**config.mk**
```make
export PLATFORM = sky130hd
export DESIGN_NAME = vending_core
export DESIGN_NICKNAME = d
export VERILOG_FILES = /design/src/rtl/vending_core.sv
export SDC_FILE = /design/constraint.sdc
export NUM_CORES = 1
export LEC_CHECK = 0
export CORE_MARGIN = 2
export CORE_UTILIZATION = 45
export CTS_BUF_LIST = sky130_fd_sc_hd__clkbuf_2
export DETAILED_ROUTE_END_ITERATION = 10
export PLACE_DENSITY = 0.66
export REMOVE_ABC_BUFFERS = 1
export SLEW_MARGIN = 0
export SYNTH_ARGS = -nofsm -noshare
export SYNTH_HDL_FRONTEND = slang
export SYNTH_SLANG_ARGS = --single-unit
```
**constraint.sdc**
```tcl
create_clock -name clk -period 6 [get_ports clk]
set_clock_uncertainty 0.15 [all_clocks]
set_input_delay 1.2 -clock clk [delete_from_list [all_inputs] [get_ports clk]]
set_output_delay 1.2 -clock clk [all_outputs]
set_load 0.03 [all_outputs]
```
**src/rtl/vending_core.sv**
```systemverilog
// Vending machine controller: coin credit, item vend with stock tracking,
// greedy change payout over a ready/valid dispenser handshake.
module vending_core #(
    parameter int unsigned                    N_ITEMS    = 4,
    parameter int unsigned                    CREDIT_W   = 8,
    parameter int unsigned                    STOCK_W    = 4,
    parameter logic [N_ITEMS*CREDIT_W-1:0]    PRICES     = {8'd100, 8'd55, 8'd30, 8'd15},
    parameter int unsigned                    MAX_CREDIT = 200
) (
    input  logic                 clk,
    input  logic                 rst,
    input  logic                 coin_valid,
    input  logic [1:0]           coin_sel,
    input  logic [N_ITEMS-1:0]   item_req,
    input  logic                 cancel,
    input  logic                 refill_valid,
    input  logic [2:0]           refill_item,
    input  logic                 change_ready,
    output logic [CREDIT_W-1:0]  credit,
    output logic                 coin_reject,
    output logic                 vend_valid,
    output logic [2:0]           vend_item,
    output logic                 deny,
    output logic                 change_valid,
    output logic [1:0]           change_coin,
    output logic [N_ITEMS-1:0]   item_avail,
    output logic                 busy
);

    localparam int unsigned AW = CREDIT_W + 1;
    localparam int unsigned IW = (N_ITEMS > 1) ? $clog2(N_ITEMS) : 1;
    localparam logic [STOCK_W-1:0] STOCK_FULL = '1;
    localparam logic [AW-1:0]      MAX_W      = AW'(MAX_CREDIT);

    typedef enum logic [1:0] {IDLE, CREDIT, VEND, CHANGE} state_t;

    state_t                state, state_nxt;
    logic [CREDIT_W-1:0]   credit_nxt;
    logic [STOCK_W-1:0]    stock     [N_ITEMS];
    logic [STOCK_W-1:0]    stock_nxt [N_ITEMS];
    logic                  reject_nxt, vend_nxt, deny_nxt, busy_nxt, chg_valid_nxt;
    logic [2:0]            vend_item_nxt;
    logic [1:0]            chg_coin_nxt;
    logic [N_ITEMS-1:0]    avail_nxt;
    logic [IW-1:0]         sel;
    logic [AW-1:0]         credit_w, price_w, coin_sum, change_left;

    function automatic logic [AW-1:0] coin_value(input logic [1:0] c);
        case (c)
            2'd0:    return AW'(1);
            2'd1:    return AW'(5);
            2'd2:    return AW'(10);
            default: return AW'(50);
        endcase
    endfunction

    // Largest coin not exceeding the remaining credit.
    function automatic logic [1:0] greedy_coin(input logic [CREDIT_W-1:0] c);
        logic [AW-1:0] cw;
        cw = {1'b0, c};
        if (cw >= AW'(50))      return 2'd3;
        else if (cw >= AW'(10)) return 2'd2;
        else if (cw >= AW'(5))  return 2'd1;
        else                    return 2'd0;
    endfunction

    always_ff @(posedge clk or posedge rst) begin
        if (rst) begin
            state        <= IDLE;
            credit       <= '0;
            for (int i = 0; i < int'(N_ITEMS); i++) stock[i] <= STOCK_FULL;
            coin_reject  <= 1'b0;
            vend_valid   <= 1'b0;
            vend_item    <= '0;
            deny         <= 1'b0;
            change_valid <= 1'b0;
            change_coin  <= '0;
            item_avail   <= '1;
            busy         <= 1'b0;
        end else begin
            state        <= state_nxt;
            credit       <= credit_nxt;
            stock        <= stock_nxt;
            coin_reject  <= reject_nxt;
            vend_valid   <= vend_nxt;
            vend_item    <= vend_item_nxt;
            deny         <= deny_nxt;
            change_valid <= chg_valid_nxt;
            change_coin  <= chg_coin_nxt;
            item_avail   <= avail_nxt;
            busy         <= busy_nxt;
        end
    end

    // Next state, credit, stock and registered-output values.
    always_comb begin
        state_nxt     = state;
        credit_nxt    = credit;
        stock_nxt     = stock;
        reject_nxt    = 1'b0;
        vend_nxt      = 1'b0;
        vend_item_nxt = '0;
        deny_nxt      = 1'b0;
        sel           = '0;
        price_w       = '0;
        credit_w      = {1'b0, credit};
        coin_sum      = credit_w + coin_value(coin_sel);
        change_left   = credit_w - coin_value(change_coin);

        for (int i = int'(N_ITEMS) - 1; i >= 0; i--) begin
            if (item_req[i]) sel = IW'(i);
        end
        for (int i = 0; i < int'(N_ITEMS); i++) begin
            if (IW'(i) == sel) price_w = {1'b0, PRICES[i*CREDIT_W +: CREDIT_W]};
        end

        case (state)
            IDLE, CREDIT: begin
                if (cancel && state == CREDIT) begin
                    state_nxt  = CHANGE;
                    reject_nxt = coin_valid;
                end else if (|item_req) begin
                    reject_nxt = coin_valid;
                    if (state == CREDIT && stock[sel] != '0 && credit_w >= price_w) begin
                        state_nxt      = VEND;
                        credit_nxt     = CREDIT_W'(credit_w - price_w);
                        stock_nxt[sel] = stock[sel] - STOCK_W'(1);
                        vend_nxt       = 1'b1;
                        vend_item_nxt  = 3'(sel);
                    end else begin
                        deny_nxt = 1'b1;
                    end
                end else if (coin_valid) begin
                    if (coin_sum <= MAX_W) begin
                        credit_nxt = CREDIT_W'(coin_sum);
                        state_nxt  = CREDIT;
                    end else begin
                        reject_nxt = 1'b1;
                    end
                end
            end
            VEND: begin
                reject_nxt = coin_valid;
                state_nxt  = (credit != '0) ? CHANGE : IDLE;
            end
            CHANGE: begin
                reject_nxt = coin_valid;
                if (change_valid && change_ready) begin
                    credit_nxt = CREDIT_W'(change_left);
                    if (change_left == '0) state_nxt = IDLE;
                end
            end
            default: state_nxt = IDLE;
        endcase

        // Refill wins over a same-cycle vend of the same item.
        if (refill_valid && 32'(refill_item) < N_ITEMS) begin
            stock_nxt[refill_item[IW-1:0]] = STOCK_FULL;
        end

        for (int i = 0; i < int'(N_ITEMS); i++) avail_nxt[i] = (stock_nxt[i] != '0);
        busy_nxt      = (state_nxt == VEND) || (state_nxt == CHANGE);
        chg_valid_nxt = (state_nxt == CHANGE);
        chg_coin_nxt  = (state_nxt == CHANGE) ? greedy_coin(credit_nxt) : 2'd0;
    end

endmodule

```
# After elaboration in Yosys (flattened, before gate mapping)
# Cells that the tools add are included.
dict set report classes {
  n_eq_ne 12
  n_bitwise 3
  reduce_logical 22
  div 0
  n_mul 0
  mux 60
  n_shift 0
  addsub 4
  order_cmp 10
}
# cell count
set op_table {}
lappend op_table {{$mux 16} 5}
lappend op_table {{$mux 8} 6}
lappend op_table {{$mux 2} 19}
lappend op_table {{$pmux 6 s3} 2}
lappend op_table {{$mux 9} 3}
lappend op_table {{$mux 4} 5}
lappend op_table {{$reduce_bool 4->1} 5}
lappend op_table {{$bwmux 16} 1}
lappend op_table {{$demux 4 s2} 2}
lappend op_table {{$or 16x16->16} 1}
lappend op_table {{$pmux 8 s2} 1}
lappend op_table {{$mux 1} 13}
lappend op_table {{$eq 2x2->1 const B} 6}
lappend op_table {{$add 8x9->9} 1}
lappend op_table {{$ge 8x9->1} 1}
lappend op_table {{$le 9x8->1 const B} 1}
lappend op_table {{$logic_not 9->1} 1}
lappend op_table {{$sub 8x9->9} 1}
lappend op_table {{$bmux 4 s2} 1}
lappend op_table {{$ge 8x3->1 const B} 1}
lappend op_table {{$ge 8x4->1 const B} 1}
lappend op_table {{$ge 8x6->1 const B} 1}
lappend op_table {{$logic_not 2->1} 4}
lappend op_table {{$reduce_bool 8->1} 1}
lappend op_table {{other kinds (15)} 28}
dict set report totals {
  elab_cells 125
  mem_bits_ro 0
  n_memories 0
  in_bits 15
  latch_bits 0
  out_inout_bits 22
  register_bits 40
  mem_bits_rw 0
}

# Depth between registers and ports, before layout
# Gate-level depths: netlist of run 1.
dict set report depth {
  depth_word 20
  mapped_depth 20
  ltp_nobuf 19
}

# Least setup slack after synthesis of run 1
# No wires, ideal clock.
dict set report synth_path {
  path_type {input port to flip-flop}
  from {input port item_req[2]}
  to {register item_avail[1]}
  setup_ns 0.094
  slack_ns 0.822
  arrival_ns 4.934
  path_stages 17
  cell_sequence {clkbuf_1 o21ai_1 inv_1 ha_1 nor2b_1 ha_1 o21ai_0 a21oi_1 nor4b_1 o21a_1 or3_1 inv_1 clkbuf_1 nand2_1 mux2i_1 nand2_1 or4_1}
}
# item line_no
set synth_rtl {}
lappend synth_rtl {{start, declared} 14} ;# input logic [N_ITEMS-1:0] item_req,
lappend synth_rtl {{end signal, assigned} 90} ;# item_avail <= avail_nxt;
lappend synth_rtl {{end, declared} 26} ;# output logic [N_ITEMS-1:0] item_avail,

==> results of run 1 <==
-- layout make-up --
| type | count | area share (%) |
|---|---|---|
| clock inverter | 2 | 0.375 |
| multi-input combinational | 303 | 54.8 |
| inverter | 27 | 2.76 |
| timing repair buffer | 41 | 10.8 |
| sequential | 39 | 27.3 |
| clock buffer | 6 | 0.818 |
| tap | 96 | 3.27 |
-- power by group --
| part | internal (mW) | switching, mW |
|---|---|---|
| Combinational | 0.488 | 0.675 |
| Sequential | 0.325 | 0.122 |
| Clock | 0.0308 | 0.0902 |
| Total | 0.844 | 0.887 |
-- worst paths after layout --
| kind | startpoint | endpoint | cells past startpoint |
|---|---|---|---|
| min reg2reg | stock[12]$_DFF_PP1_ | stock[12]$_DFF_PP1_ | 2 |
| max | item_req[1] | item_avail[0]$_DFF_PP1_ | 18 |
| min | stock[12]$_DFF_PP1_ | stock[12]$_DFF_PP1_ | 2 |
| max reg2reg | credit[2]$_DFF_PP0_ | change_coin[0]$_DFF_PP0_ | 11 |
| max in group asynchronous | rst | stock[10]$_DFF_PP1_ | 3 |
| min in group asynchronous | rst | vend_item[0]$_DFF_PP0_ | 3 |
-- cell families (layout without fill, tap and decap cells) --
kind of cell / after synthesis / in the layout / share of synthesized area [%]
and+or+nand+nor: 153 / 153 / 23.8
AOI/OAI and AO/OA: 99 / 99 / 20.8
buffers and inverters: 42 / 76 / 5.57
DFF: 39 / 39 / 31.4
adders and majority gates: 28 / 28 / 11.7
xor gates and xnor gates: 17 / 17 / 4.67
muxes: 5 / 5 / 2.00
other: 1 / 1 / 0.118
-- sequential cells by signal, summed over array words and instances (netlist names) --
register      cells
busy              1
deny              1
vend_item         2
stock            16
change_coin       2
coin_reject       1
vend_valid        1
change_valid      1
credit            8
item_avail        4
state             2
-- synthesized netlist by cell type (all sizes together) (2+ instances only) --
| library cell | count | area, um2 |
|---|---|---|
| ha | 24 | 300 |
| and3 | 4 | 25.0 |
| and2 | 3 | 20.0 |
| o22ai | 2 | 12.5 |
| o21a | 4 | 30.0 |
| a311o | 3 | 30.0 |
| o21ai | 23 | 115 |
| nor2 | 40 | 150 |
| or4 | 5 | 37.5 |
| a221o | 3 | 30.0 |
| o31ai | 3 | 22.5 |
| a22o | 2 | 17.5 |
| clkbuf | 11 | 42.5 |
| inv | 27 | 101 |
| or3 | 8 | 51.3 |
| a221oi | 3 | 26.3 |
| a41oi | 3 | 26.3 |
| xnor2 | 12 | 105 |
| buf | 4 | 33.8 |
| dfrtp | 19 | 475 |
| nand2b | 3 | 18.8 |
| mux2i | 3 | 30.0 |
| nor4 | 5 | 31.3 |
| fa | 3 | 60.1 |
| a21oi | 28 | 140 |
| xor2 | 5 | 43.8 |
| or2 | 2 | 12.5 |
| a32o | 2 | 20.0 |
| nor3b | 4 | 30.0 |
| nand3 | 15 | 75.1 |
| nor3 | 11 | 55.1 |
| a21o | 3 | 22.5 |
| o41ai | 2 | 17.5 |
| nand2 | 38 | 143 |
| a211oi | 3 | 27.5 |
| dfstp | 20 | 526 |
| nor4b | 2 | 17.5 |
| o211ai | 7 | 52.6 |
| nor2b | 8 | 50.1 |
-- tightest hold or removal path, stage by stage, from the launching register on --
cell,delay (ns)
dfstp_2,0.41
nand2_1,0.05
nand3_1,0.09
-- routing by layer --
metal	share of wire, %	vias to the layer above
met5	0	-
met4	1.9	0
met3	7.9	19
met2	43	142
met1	48	1400
li1	-	1447
-- cells in the final DEF, fill, tap and decap left out, types with 5 or more instances in the layout --
cell / n
a21oi_1: 28
nor2_1: 40
buf_4: 6
dfstp_2: 20
ha_1: 24
inv_1: 27
nand3_1: 15
o21ai_0: 20
or3_1: 7
nand2_1: 38
xor2_1: 5
nor4_1: 5
o211ai_1: 7
dfrtp_1: 19
nor2b_1: 8
or4_1: 5
clkbuf_2: 6
nor3_1: 11
clkdlybuf4s50_1: 35
xnor2_1: 12
==> impl_metrics.toml, run 1 <==
[run_status]
outcome = "complete, no violations"

[clock_network]
clk_latency_ns = 0.39
cts_tree = "done"
cts.sinks = 39
clockBufferDepth = 2
cts_setup_buffers = 0
cts_resized = 0
path_clk_slew_ns = 0.20
cts_hold_buffers = 0
cts_inserted_buffers = 5
cts-root-buf = "clkbuf_2"
htreeDepth = 2

[drt]
wl_mm = 8.43
drt-initial-drc-count = 331
via_per_inst = 5.85
vias = 3008
drc = 0
routedWlPerCell_um = 16.4
ant_nets = 0
dr.pass1.iters = 5

[synth]
ys_seq_area_share_pct = 31.4
yosysWarnings = 0
postSynthAreaPerCell_um2 = 8.31
synth_flop_cell = "dfstp_2"
synth_edf_count = 0
ys_ff_latch = 39
netlist_area_um2 = 3190
synthArstFlopShare_pct = 100
ys_types = 64
syn_inst = 384

[setup_path]
critPathLaunchType = "input port"
crit_arrival_ns = 5.51
crit_path_max_incr_delay_ns = 0.64
path_class = "in2reg"
rrSetupSlack_ns = 1.89
worstSetupEndpointType = "flip-flop"
crit_buf_inv = 4
slowest_stage = "clkdlybuf4s50_1"
cp.required_ns = 6.18
crit_family = "simple AND/OR/NAND/NOR gates"
cp_cell_sequence = "clkdlybuf4s50_1 -> nor2_1 -> o21ai_1 -> inv_1 -> ha_1 -> nor2b_1 -> ha_1 -> o21ai_0 -> a21oi_1 -> nor4b_1 -> o21a_1 -> or3_1 -> inv_1 -> buf_4 -> nand2_1 -> nor2_1 -> o21ai_0 -> or4_1"
path_max_fanout = 12

[power_and_ir_drop]
vdd_drop_max_mv = 0.238
power_mw = 1.73
p_leak_nw = 1.58
power.density_nw_per_um2 = 471

[cells_and_area]
n_antenna_cell = 0
fin_cells = 514
multi_input_area_um2 = 2010
final_nets = 459
utilization_pct = 53.8
fill_cells = 670
fin_area_um2 = 3670
ff_latch_area_um2 = 1000
drive_gt1_share_pct = 10.5
areaGrowthSynthToFinish_pct = 15.1

[floorplan]
die-height_um = 88.2
core_region_area_um2 = 6830
num_rows = 30
io_pins = 37
fp.dieW_um = 88.2
initial_core_util_pct = 46.7
die-area_um2 = 7780

[sta]
setup_violations = 0
tightest_slew_ns = 0.862
relSlewSlack_pct = 41.8
hold_slack_ns = 0.384
layout_worst_path_cycle_share_pct = 88.7
slew_violations = 0
hold_violations = 0
finalSetupTns_ns = 0
fin_crit_ns = 5.32
setup_ws_ns = 0.676
rsz0062_at_grt = "false"
fmax_mhz = 188

[global_route]
busiest_layer = "met1"
grt_util_met1_pct = 34.8
grt_use_met2_pct = 33.2
grt_start_max_net_pins = 40
antenna_found_initial = 0
grt.total_usage_pct = 23.1
grt_pass1_vias = 2823
grt_pass1_wl_mm = 14.0
grt_use_met3_pct = 5.09
overflow = 0

[job]
cap_violations = 0

[placed_design]
pre_cts_slack_ns = 0.317
place.gp.congestion = 0.869
place_area_um2 = 3630
io_buffers = 35
dp_cells = 506
dp_hpwl_mm = 6.48

[min_path]
hold_class = "reg2reg"
No activity file was read; power rests on OpenSTA's default activity.
==> run 2, diff against run 1 <==
- ABC_CLOCK_PERIOD_IN_PS: unset -> 6000
- PLACE_DENSITY: 0.66 -> 0.7
==> impl_metrics.toml, run 2 (synthesized netlist as in run 1, its figures left out) <==
[sta]
layout_worst_path_cycle_share_pct = 88.0
relSlewSlack_pct = 47.7
finalSetupTns_ns = 0
setup_violations = 0
rsz0062_at_grt = "false"
setup_ws_ns = 0.720
slew_violations = 0
fmax_mhz = 189
fin_crit_ns = 5.28
tightest_slew_ns = 0.765
hold_violations = 0

[setup_path]
path_class = "in2reg"
crit_path_max_incr_delay_ns = 0.63
slowest_stage = "clkdlybuf4s50_1"
crit_buf_inv = 3
critPathLaunchType = "input port"
crit_arrival_ns = 5.47
crit_family = "simple AND/OR/NAND/NOR gates"
worstSetupEndpointType = "flip-flop"
cp.required_ns = 6.19
cp_cell_sequence = "clkdlybuf4s50_1 -> nor2_1 -> o21ai_1 -> inv_1 -> ha_1 -> nor2b_1 -> ha_1 -> o21ai_0 -> a21oi_1 -> nor4b_1 -> o21a_1 -> or3_1 -> inv_1 -> nand2_1 -> mux2i_1 -> nand2_1 -> or4_1"
path_max_fanout = 15

[drt]
via_per_inst = 5.81
met2RoutedLength_mm = 3.65
routedWlPerCell_um = 16.4
drt-initial-drc-count = 218
vias = 2982
wl_met1_mm = 4.02
ant_nets = 0
wl_mm = 8.40
dr.pass1.iters = 5
topRoutingLayerUsed = "met4"
wl_met3_um = 670
drc = 0

[cells_and_area]
ff_latch_area_um2 = 1000
top_register = "stock"
final_cell_mix = "40 x nor2_1, 38 x nand2_1, 35 x clkdlybuf4s50_1"
multi_input_area_um2 = 2010
drive_gt1_share_pct = 10.1
final_common_cell = "nor2_1"
final_nets = 458
areaGrowthSynthToFinish_pct = 15.7
n_antenna_cell = 0
largest_register_ffs = 16
fill_cells = 662
reg.largest.list = "stock x16, credit x8, item_avail x4"

[job]
cap_violations = 0

[floorplan]
initial_core_util_pct = 46.7
die-height_um = 88.2
die-area_um2 = 7780
core_region_area_um2 = 6830
num_rows = 30
io_pins = 37
fp.dieW_um = 88.2

[power_and_ir_drop]
power_mw = 1.77
power.density_nw_per_um2 = 479
p_leak_nw = 1.58
vdd_drop_max_mv = 0.275

[clock_network]
cts_resized = 0
cts_inserted_buffers = 5
clk_latency_ns = 0.41
htreeDepth = 2
clockBufferDepth = 2
cts_setup_buffers = 0
cts_hold_buffers = 0
cts_tree = "done"
cts-root-buf = "clkbuf_2"
path_clk_slew_ns = 0.21
cts.sinks = 39

[global_route]
grt_pass1_vias = 2581
grt.total_usage_pct = 22.2
grt_start_max_net_pins = 40
antenna_found_initial = 0
overflow = 0
grt_pass1_wl_mm = 13.4

[placed_design]
dp_hpwl_mm = 6.53
io_buffers = 35
place.gp.congestion = 0.927
pre_cts_slack_ns = 0.359

[run_status]
outcome = "complete, no violations"

[min_path]
hold_class = "reg2reg"
## run 2: cell types whose count changed in the layout (fill, tap and decap cells not counted)
cell and change:
clkinv_4 -1, inv_6 +1, clkinv_1 +1, clkbuf_2 -1, bufinv_16 +1, buf_4 -1
clkinv_2 -1
## run 2: worst paths after layout
path / to / cells past startpoint / slack [ns] / startpoint
max in group asynchronous: stock[7]$_DFF_PP1_ / 3 / 4.31 / rst
setup reg to reg: change_coin[0]$_DFF_PP0_ / 11 / 1.84 / credit[2]$_DFF_PP0_
hold / removal: stock[12]$_DFF_PP1_ / 2 / 0.39 / stock[12]$_DFF_PP1_
setup / recovery: item_avail[1]$_DFF_PP1_ / 17 / 0.72 / item_req[1]
hold reg to reg: stock[12]$_DFF_PP1_ / 2 / 0.39 / stock[12]$_DFF_PP1_
min in group asynchronous: deny$_DFF_PP0_ / 3 / 1.03 / rst
## run 2: through the flow
| step | hold slack [ns] | instance area, um2 | std cells | utilization (%) |
|---|---|---|---|---|
| floorplan | 0.324 | 3110 | 369 | - |
| global placement | 0.361 | 3620 | 505 | 53.0 |
| detailed placement | 0.362 | 3620 | 505 | 53.0 |
| CTS | 0.389 | 3690 | 513 | 54.0 |
| global route | 0.419 | 3690 | 513 | 54.0 |
| finish | 0.389 | 3690 | 513 | 54.0 |
## run 2: layout make-up
type                       count  share of cell area [%]
multi-input combinational    303                    54.5
sequential                    39                    27.1
timing repair buffer          40                    10.5
tap                           96                    3.26
inverter                      27                    2.75
clock inverter                 3                    1.15
clock buffer                   5                   0.678
## run 2: power by group
group	internal [mW]	switching [mW]
combinational	0.487	0.663
clock	0.0708	0.0970
sequential	0.325	0.124
total	0.883	0.883
## run 2: layer usage
metal,global-route usage (%),vias up
met2,32.3,122
met1,34.5,1407
met4,3.44,0
met5,0,-
li1,-,1447
met3,4.43,6
## run 2: worst register-to-register path, stage by stage, from the launching register on
cell	delay, ns
dfrtp_1	0.58
ha_1	0.44
nand3_1	0.13
a221oi_1	0.55
o21ai_0	0.23
o2111a_1	0.20
o31a_1	0.39
or4_1	0.50
and3_1	0.23
or2_0	0.23
a311o_1	0.35
a21oi_1	0.15
